File: src/rtl/serial_frame_pkg.sv
// Shared types, constants and helpers for the serial frame receiver.
package serial_frame_pkg;

  localparam int unsigned MAX_DATA_W   = 32;
  localparam int unsigned CNT_W        = 8;
  localparam logic [7:0]  SYNC_DEFAULT = 8'hA5;

  typedef enum logic [1:0] {
    ST_HUNT   = 2'd0,
    ST_DATA   = 2'd1,
    ST_PARITY = 2'd2
  } state_e;

  // Even-parity bit of a word: 1 when the word holds an odd number of ones.
  function automatic logic parity_even(input logic [MAX_DATA_W-1:0] bits);
    return ^bits;
  endfunction

endpackage : serial_frame_pkg

File: src/rtl/serial_frame_rx_if.sv
// Serial input and parallel result bundle of the frame receiver.
interface serial_frame_rx_if
  import serial_frame_pkg::*;
#(
  parameter int unsigned DATA_W = 8
);

  logic              sin;
  logic              ben;
  logic [DATA_W-1:0] dout;
  logic              dvalid;
  logic              perr;
  logic [CNT_W-1:0]  frame_cnt;

  modport master (
    output sin, ben,
    input  dout, dvalid, perr, frame_cnt
  );

  modport slave (
    input  sin, ben,
    output dout, dvalid, perr, frame_cnt
  );

endinterface : serial_frame_rx_if

File: src/rtl/sync_detect.sv
// Sliding sync-word window with fill tracking; flags a match on the bit that completes it.
module sync_detect
  import serial_frame_pkg::*;
#(
  parameter int unsigned      SYNC_W = 8,
  parameter logic [SYNC_W-1:0] SYNC  = SYNC_W'(SYNC_DEFAULT)
) (
  input  logic clk,
  input  logic rst,
  input  logic clr_i,
  input  logic ben_i,
  input  logic sin_i,
  output logic hit_c_o
);

  // Only the newest SYNC_W-1 bits ever reach the comparator together with sin_i,
  // so the oldest window bit is never stored.
  localparam int unsigned WIN_W  = SYNC_W - 1;
  localparam int unsigned FILL_W = $clog2(SYNC_W + 1);

  logic [WIN_W-1:0]  win_q,  win_d;
  logic [FILL_W-1:0] fill_q, fill_d;

  // Window and fill counter update on enabled edges only.
  always_comb begin
    win_d  = win_q;
    fill_d = fill_q;
    if (ben_i) begin
      if (clr_i) begin
        win_d  = '0;
        fill_d = '0;
      end else begin
        win_d = WIN_W'({win_q, sin_i});
        if (fill_q != FILL_W'(SYNC_W)) begin
          fill_d = fill_q + FILL_W'(1);
        end
      end
    end
  end

  // Window state register.
  always_ff @(posedge clk or posedge rst) begin
    if (rst) begin
      win_q  <= '0;
      fill_q <= '0;
    end else begin
      win_q  <= win_d;
      fill_q <= fill_d;
    end
  end

  // Match on the edge that shifts in the last sync bit.
  always_comb begin
    hit_c_o = ben_i && !clr_i
              && (fill_q >= FILL_W'(SYNC_W - 1))
              && ({win_q, sin_i} == SYNC);
  end

endmodule : sync_detect

File: src/rtl/serial_frame_rx.sv
// Serial frame receiver: sync hunt, data deserialiser, even-parity check, good-frame counter.
module serial_frame_rx
  import serial_frame_pkg::*;
#(
  parameter int unsigned       SYNC_W = 8,
  parameter logic [SYNC_W-1:0] SYNC   = SYNC_W'(SYNC_DEFAULT),
  parameter int unsigned       DATA_W = 8
) (
  input  logic            clk,
  input  logic            rst,
  serial_frame_rx_if.slave bus
);

  localparam int unsigned BCNT_W = $clog2(DATA_W) + 1;

  state_e            state_q, state_d;
  logic [BCNT_W-1:0] bit_cnt_q, bit_cnt_d;
  logic [DATA_W-1:0] data_q, data_d;
  logic [DATA_W-1:0] dout_q, dout_d;
  logic              dvalid_q, dvalid_d;
  logic              perr_q, perr_d;
  logic [CNT_W-1:0]  cnt_q, cnt_d;
  logic              sync_clr_c;
  logic              sync_hit_c;
  logic              par_c;

  // Window is held empty outside HUNT so a new hunt never reuses old bits.
  assign sync_clr_c = (state_q != ST_HUNT);

  sync_detect #(
    .SYNC_W (SYNC_W),
    .SYNC   (SYNC)
  ) u_sync_detect (
    .clk     (clk),
    .rst     (rst),
    .clr_i   (sync_clr_c),
    .ben_i   (bus.ben),
    .sin_i   (bus.sin),
    .hit_c_o (sync_hit_c)
  );

  // Overall parity of the data word plus the incoming parity bit.
  assign par_c = parity_even(MAX_DATA_W'(data_q)) ^ bus.sin;

  // Next-state and registered-output logic.
  always_comb begin
    state_d   = state_q;
    bit_cnt_d = bit_cnt_q;
    data_d    = data_q;
    dout_d    = dout_q;
    dvalid_d  = 1'b0;
    perr_d    = 1'b0;
    cnt_d     = cnt_q;
    if (bus.ben) begin
      unique case (state_q)
        ST_HUNT: begin
          if (sync_hit_c) begin
            state_d   = ST_DATA;
            bit_cnt_d = '0;
          end
        end
        ST_DATA: begin
          data_d    = DATA_W'({data_q, bus.sin});
          bit_cnt_d = bit_cnt_q + BCNT_W'(1);
          if (bit_cnt_q == BCNT_W'(DATA_W - 1)) begin
            state_d = ST_PARITY;
          end
        end
        ST_PARITY: begin
          if (!par_c) begin
            dout_d   = data_q;
            dvalid_d = 1'b1;
            cnt_d    = cnt_q + CNT_W'(1);
          end else begin
            perr_d = 1'b1;
          end
          state_d = ST_HUNT;
        end
        default: state_d = ST_HUNT;
      endcase
    end
  end

  // State and output registers.
  always_ff @(posedge clk or posedge rst) begin
    if (rst) begin
      state_q   <= ST_HUNT;
      bit_cnt_q <= '0;
      data_q    <= '0;
      dout_q    <= '0;
      dvalid_q  <= 1'b0;
      perr_q    <= 1'b0;
      cnt_q     <= '0;
    end else begin
      state_q   <= state_d;
      bit_cnt_q <= bit_cnt_d;
      data_q    <= data_d;
      dout_q    <= dout_d;
      dvalid_q  <= dvalid_d;
      perr_q    <= perr_d;
      cnt_q     <= cnt_d;
    end
  end

  assign bus.dout      = dout_q;
  assign bus.dvalid    = dvalid_q;
  assign bus.perr      = perr_q;
  assign bus.frame_cnt = cnt_q;

endmodule : serial_frame_rx
File: src/flat_wrapper.sv
// flat-port wrapper written by rule: the top's interface ports become plain ports
module serial_frame_rx_flat import serial_frame_pkg::*;
#(
  parameter int unsigned       SYNC_W = 8,
  parameter logic [SYNC_W-1:0] SYNC   = SYNC_W'(SYNC_DEFAULT),
  parameter int unsigned       DATA_W = 8
)
  (clk, rst, bus_sin, bus_ben, bus_dout, bus_dvalid, bus_perr, bus_frame_cnt);
  serial_frame_rx_if #(.DATA_W(DATA_W)) bus_i ();
  input  logic clk;
  input  logic rst;
  input wire logic [$bits(bus_i.sin)-1:0] bus_sin;
  input wire logic [$bits(bus_i.ben)-1:0] bus_ben;
  output wire logic [$bits(bus_i.dout)-1:0] bus_dout;
  output wire logic [$bits(bus_i.dvalid)-1:0] bus_dvalid;
  output wire logic [$bits(bus_i.perr)-1:0] bus_perr;
  output wire logic [$bits(bus_i.frame_cnt)-1:0] bus_frame_cnt;
  assign bus_i.sin = bus_sin;
  assign bus_i.ben = bus_ben;
  assign bus_dout = bus_i.dout;
  assign bus_dvalid = bus_i.dvalid;
  assign bus_perr = bus_i.perr;
  assign bus_frame_cnt = bus_i.frame_cnt;
  serial_frame_rx #(.SYNC_W(SYNC_W), .SYNC(SYNC), .DATA_W(DATA_W)) u_core (.clk(clk), .rst(rst), .bus(bus_i));
endmodule
File: config.mk
export PLATFORM = sky130hd
export DESIGN_NAME = serial_frame_rx_flat
export DESIGN_NICKNAME = d
export VERILOG_FILES = /design/src/rtl/serial_frame_pkg.sv /design/src/rtl/serial_frame_rx_if.sv /design/src/rtl/sync_detect.sv /design/src/rtl/serial_frame_rx.sv /design/src/flat_wrapper.sv
export SDC_FILE = /design/constraint.sdc
export NUM_CORES = 1
export LEC_CHECK = 0
export CAP_MARGIN = 20
export CORE_MARGIN = 2
export CORE_UTILIZATION = 55
export DETAILED_ROUTE_END_ITERATION = 6
export MAX_ROUTING_LAYER = met4
export PLACE_DENSITY = 0.78
export SETUP_SLACK_MARGIN = 0.2
export SLEW_MARGIN = 10
export SYNTH_ARGS = -nofsm -noshare
export SYNTH_HDL_FRONTEND = slang
export SYNTH_SLANG_ARGS = --single-unit
File: constraint.sdc
create_clock -name clk -period 2.6 [get_ports clk]
set_input_delay 0.39 -clock clk [delete_from_list [all_inputs] [get_ports clk]]
set_output_delay 0.39 -clock clk [all_outputs]
set_load 0.05 [all_outputs]
# Word-level counts from Yosys, hierarchy flattened

Cells that the tools add are included.

Register bits after elaboration: 43
Bits in latches: 0
Bits in writable memories: 0
Bits in read-only memories: 0
Input port bits: 4
Logic and storage cells: 50
Memories kept: 0

$add $sub $neg: 3
$mul: 0
Divide/modulo/power cells: 0
Order comparisons: 1
Equal/unequal tests: 7
Shifts and indexed selects: 0
Multiplexer cells: 14
Bitwise gates (word level): 2
Reductions and logical operators: 14

Operators with widths:

| kind                | number |
|---|---|
| $reduce_xor 32->1   | 1 |
| $mux 4              | 3 |
| $reduce_and 3->1    | 3 |
| $add 4x1->4 const B | 2 |
| $add 8x1->8 const B | 1 |
| $eq 8x8->1 const B  | 1 |
| $pmux 4 s2          | 1 |
| $mux 7              | 1 |
| $mux 1              | 6 |
| $reduce_bool 2->1   | 3 |
| $eq 4x3->1 const B  | 1 |
| $ge 4x3->1 const B  | 1 |
| $mux 2              | 2 |
| $ne 2x1->1 const B  | 2 |
| $ne 4x4->1 const B  | 1 |
| $pmux 2 s2          | 1 |
| $reduce_and 2->1    | 2 |
| $logic_and 1x1->1   | 3 |
| $eq 2x1->1 const B  | 1 |
| $eq 2x2->1 const B  | 1 |
| $logic_not 2->1     | 1 |
| $logic_not 1->1     | 1 |
| $not 1->1           | 1 |
| $xor 1x1->1         | 1 |

# Depth between registers and ports, before layout

Depth in word-level cells: 7
Depth in mapped cells: 6
Depth with buffers taken out: 6

# Modules after synthesis

Synthesis repeated with hierarchy kept, for this count alone.

Cell total of the unflattened synthesis: 181
Area total of the unflattened synthesis: 2110.8 µm²

Modules (own cells, without submodules):

| module          | times used | cells an instance | area each (µm²) | sequential area each (µm²) |
|---|---|---|---|---|
| serial_frame_rx | 1          | 123               | 1572.8          | 800.8 |
| sync_detect     | 1          | 58                | 538.0           | 275.3 |

# Worst setup path after synthesis

Ideal clock, no wire load.

Path type: register -> register
From: reg u_core.data_q[1]
To: reg u_core.dout_q[6] (netlist: u_core.bus.dout[6])
Library setup time: 0.125 ns
Data arrival time: 1.826 ns
Slack: 0.649 ns
Stages on the path, launching flop included: 7
Cells stage by stage: dfrtp_1 > xnor2_1 > xnor3_2 > xnor2_4 > nand2_4 > inv_2 > mux2_4

Longest elaborated chain between the ends: 4

Ends and longest elaborated chain:

| item                       | line                   | text |
|---|---|---|
| from (decl)                | serial_frame_rx.sv:18  | `logic [DATA_W-1:0] data_q, data_d;` |
| from (signal assigned)     | serial_frame_rx.sv:97  | `data_q <= data_d;` |
| $reduce_xor 32->1          | serial_frame_pkg.sv:16 | `return ^bits;` |
| $xor 1x1->1                | serial_frame_rx.sv:43  | `assign par_c = parity_even(MAX_DATA_W'(data_q)) ^ bus.sin;` |
| $not 1->1 (no line)        | -                      |  |
| $reduce_and 3->1 (no line) | -                      |  |
| to (signal assigned)       | serial_frame_rx.sv:98  | `dout_q <= dout_d;` |
| to (decl)                  | serial_frame_rx.sv:19  | `logic [DATA_W-1:0] dout_q, dout_d;` |

Every way passes these cells.
A chain may end at the register's enable or synchronous reset.

# Worst setup path in the final report

Same ends and word-level chain as after synthesis.

==> impl_results.md <==
* Detailed-route wire length at 3500 µm
* Layout fillers at 245
* Accumulated negative setup slack at 0 ns
* Setup repair after global routing missed its margin: no
* Nature of the critical path endpoint: flop
* All-Layer GR Usage at 0.206
* Post-DP HPWL at 2520 µm
* Die Width at 63.7 µm
* Number of standard cells after synthesis at 165
* Avg Vias per Cell at 5.62
* Share of synthesized cell area in full adder, half adder and majority cells at 0.0255
* Buffers inserted during post-CTS setup optimization at 0
* First-pass iteration count of the detailed router at 4
* DRT iter0 DRCs at 47
* Share of synthesized registers carrying an async set or reset at 1.00
* Data required, critical path at 2.85 ns
* Total of hold buffers inserted after clock tree synthesis at 0
* Result of the run: complete, no violations
* Net Count, Synth at 173
* Final Hold Slack at 0.471 ns
* Count of buffers from port buffering at 21
* Worst path arrival time at 2.34 ns
* Overall via count from detail_route at 1,342
* Die footprint at 4060 µm²
* Vias in the first global route at 1,353
* Peak fanout along the critical path at 9
* Number of clock buffers inserted by TritonCTS at 5
* Power per unit of standard cell area at 585 nW/µm²
* Total grt overflow at 0
* Post-synth EDFFs at 0
* Synthesis-to-layout area growth at 17.0%
* Biggest area contributors in the synthesized netlist: sky130_fd_sc_hd__dfrtp_1 55%, sky130_fd_sc_hd__mux2_2 9.2%, sky130_fd_sc_hd__xnor2_1 5.4%
* Register-to-register path setup slack at 0.50 ns
* NumNets Final at 201
* Hold Violations, Final at 0
* H-tree levels at 2
* CTS Sinks at 43
* Number of warning messages in the yosys log at 0
* Fraction of layout instances using a drive strength above 1 at 0.192
* Placer's final routability congestion estimate at 0.790
* Share of the synthesized area in compound gates (AO/OA/AOI/OAI) at 0.0669
* Post-synthesis instance area at 1960 µm²
* Synth Area in XOR/XNOR at 0.0841
* Proportion of synthesized chip area in sequential cells at 0.548
* Post-Route Skew at 0.00810 ns
* Share of the clock period used by the worst path after layout at 0.806
* Slew at the pin closest to its max-slew limit at 0.526 ns
* Type of the setup path with the least slack: flop to flop
* Y dimension of the die at 63.7 µm
* Clock tree from TritonCTS: done
* Main combinational cell family by area after synthesis: simple AND/OR/NAND/NOR gates
* Clock latency on the worst-skew pair at ~0.35 ns
* Maxcap violations at 0
* Most common cell in the synthesized netlist: sky130_fd_sc_hd__dfrtp_1
* P_leak at ~1.1 nW
* Cell type with the largest total area after synthesis: sky130_fd_sc_hd__dfrtp_1
* Ys flop type: sky130_fd_sc_hd__dfrtp_1
* Maximum buffer depth of the clock tree at 2
* Routed length per placed instance at 14.6 µm
* Setup crit start kind: flop
* IO Count at 22
* Proportion of synthesized area in mux cells at 0.107
* Starting utilization of the core area at 0.579
* Initial antenna violation count at 0
* DRT antenna net count at 0
* Slew Limit Headroom at 0.649
* Fin. max-slew vios at 0
* Register bit count reported by yosys at 43
* Clock Pin Slew Worst Setup and Hold Paths at roughly 0.12 ns
* Post-synthesis cell type count at 35
* # diodes at 0
* Time the final worst path needs with I/O delays and setup at 2.10 ns
* Post-cts sizing count at 0
* Share of synthesized cell area in and, or, nand and nor gates at 0.127
* Wire length of the first global-routing pass at 6190 µm
* Synth cell count leaders: 43 x sky130_fd_sc_hd__dfrtp_1, 16 x sky130_fd_sc_hd__mux2_2, 13 x sky130_fd_sc_hd__inv_1, 13 x sky130_fd_sc_hd__nand2_1, 12 x sky130_fd_sc_hd__xnor2_1
* Total of endpoints with negative setup slack in the final report at 0
* Number of remaining DRC errors at 0
* Hold Path Class: input port to asynchronous set/reset pin
* Achievable frequency at approximately 480 MHz
* Yosys top cell area share at 0.548
* Pin count of the biggest net entering global routing at 44
* Floorplan row count at 21
* Root Buffer: sky130_fd_sc_hd__clkbuf_4
* Mean instance size in the synthesized netlist at about 12 µm²
* Largest voltage drop on the vdd net at 0.000358 V
* Floorplan core area at 3390 µm²
-- registers in the layout, summed over array words and instances (netlist names) --
register,cells
u_core.state_q,2
u_core.bit_cnt_q,4
u_core.bus.dout,8
u_core.data_q,8
u_core.bus.dvalid,1
u_core.u_sync_detect.win_q,7
u_core.u_sync_detect.fill_q,4
u_core.bus.perr,1
u_core.bus.frame_cnt,8
-- area by class of cell --
class	instances	area, µm²	share of cell area
sequential	43	1080	0.469
multi-input combinational	103	806	0.351
timing repair buffer	26	248	0.108
tap	46	57.6	0.0251
inverter	14	52.6	0.0229
clock buffer	6	51.3	0.0223
clock inverter	1	5.00	0.00218
-- layout by cell type (no fill, tap or decap), types with 4 or more instances in the layout --
cell,n
sky130_fd_sc_hd__ha_1,4
sky130_fd_sc_hd__mux2_2,16
sky130_fd_sc_hd__and3_1,5
sky130_fd_sc_hd__clkbuf_4,5
sky130_fd_sc_hd__nand3_1,8
sky130_fd_sc_hd__clkdlybuf4s50_1,21
sky130_fd_sc_hd__o21ai_0,7
sky130_fd_sc_hd__nand2_1,13
sky130_fd_sc_hd__nor2_1,4
sky130_fd_sc_hd__dfrtp_1,43
sky130_fd_sc_hd__o22ai_1,7
sky130_fd_sc_hd__buf_4,5
sky130_fd_sc_hd__xnor2_1,12
sky130_fd_sc_hd__inv_1,13
-- layer usage --
layer,track usage,wire [µm],up-vias
met4,0.0734,55,0
met5,-,0,-
met2,0.333,1810,38
met3,0.0475,150,6
li1,-,-,624
met1,0.255,1480,674
-- logic make-up after synthesis --
kind of cell,Yosys count
AOI/OAI and AO/OA,21
xor gates and xnor gates,15
adders and majority gates,4
buffers and inverters,19
DFF,43
muxes,18
and+or+nand+nor,45
-- where the power goes --
| group | total (mW) | switching (mW) | internal, mW |
|---|---|---|---|
| sequential | 0.783 | 0.0575 | 0.726 |
| combinational | 0.230 | 0.121 | 0.109 |
| clock | 0.329 | 0.204 | 0.125 |
-- worst paths after layout --
check	from	endpoint	depth (start not counted)
setup / recovery	u_core.data_q[1]$_DFFE_PP0P_	u_core.bus.dout[6]$_DFFE_PP0P_	6
max in group asynchronous	rst	u_core.u_sync_detect.fill_q[0]$_DFFE_PP0P_	3
hold / removal	rst	u_core.bit_cnt_q[3]$_DFFE_PP0P_	3
setup reg to reg	u_core.data_q[1]$_DFFE_PP0P_	u_core.bus.dout[6]$_DFFE_PP0P_	6
min in group clk	u_core.bus.frame_cnt[7]$_DFFE_PP0P_	u_core.bus.frame_cnt[7]$_DFFE_PP0P_	1
hold reg to reg	u_core.bus.frame_cnt[7]$_DFFE_PP0P_	u_core.bus.frame_cnt[7]$_DFFE_PP0P_	1
-- stage by stage --
| stage | utilization | worst slack [ns] | std cells | instance area, µm² | power, mW |
|---|---|---|---|---|---|
| after detailed placement | 0.661 | 0.287 | 232 | 2240 | 1.03 |
| after global routing | 0.677 | 0.391 | 239 | 2300 | 1.43 |
| after global placement | 0.661 | 0.337 | 232 | 2240 | 1.01 |
| final | 0.677 | 0.504 | 239 | 2300 | 1.34 |
| after floorplan | - | 0.649 | 165 | 1960 | 0.964 |
| after CTS | 0.677 | 0.486 | 239 | 2300 | 1.36 |
-- critical path, cell delays in order, from the launching register on --
cell,delay (ns)
sky130_fd_sc_hd__dfrtp_1,0.43
sky130_fd_sc_hd__xnor2_1,0.19
sky130_fd_sc_hd__xnor3_2,0.50
sky130_fd_sc_hd__xnor2_4,0.30
sky130_fd_sc_hd__nand2_4,0.15
sky130_fd_sc_hd__inv_2,0.11
sky130_fd_sc_hd__mux2_4,0.30
No activity file was read; power rests on OpenSTA's default activity.
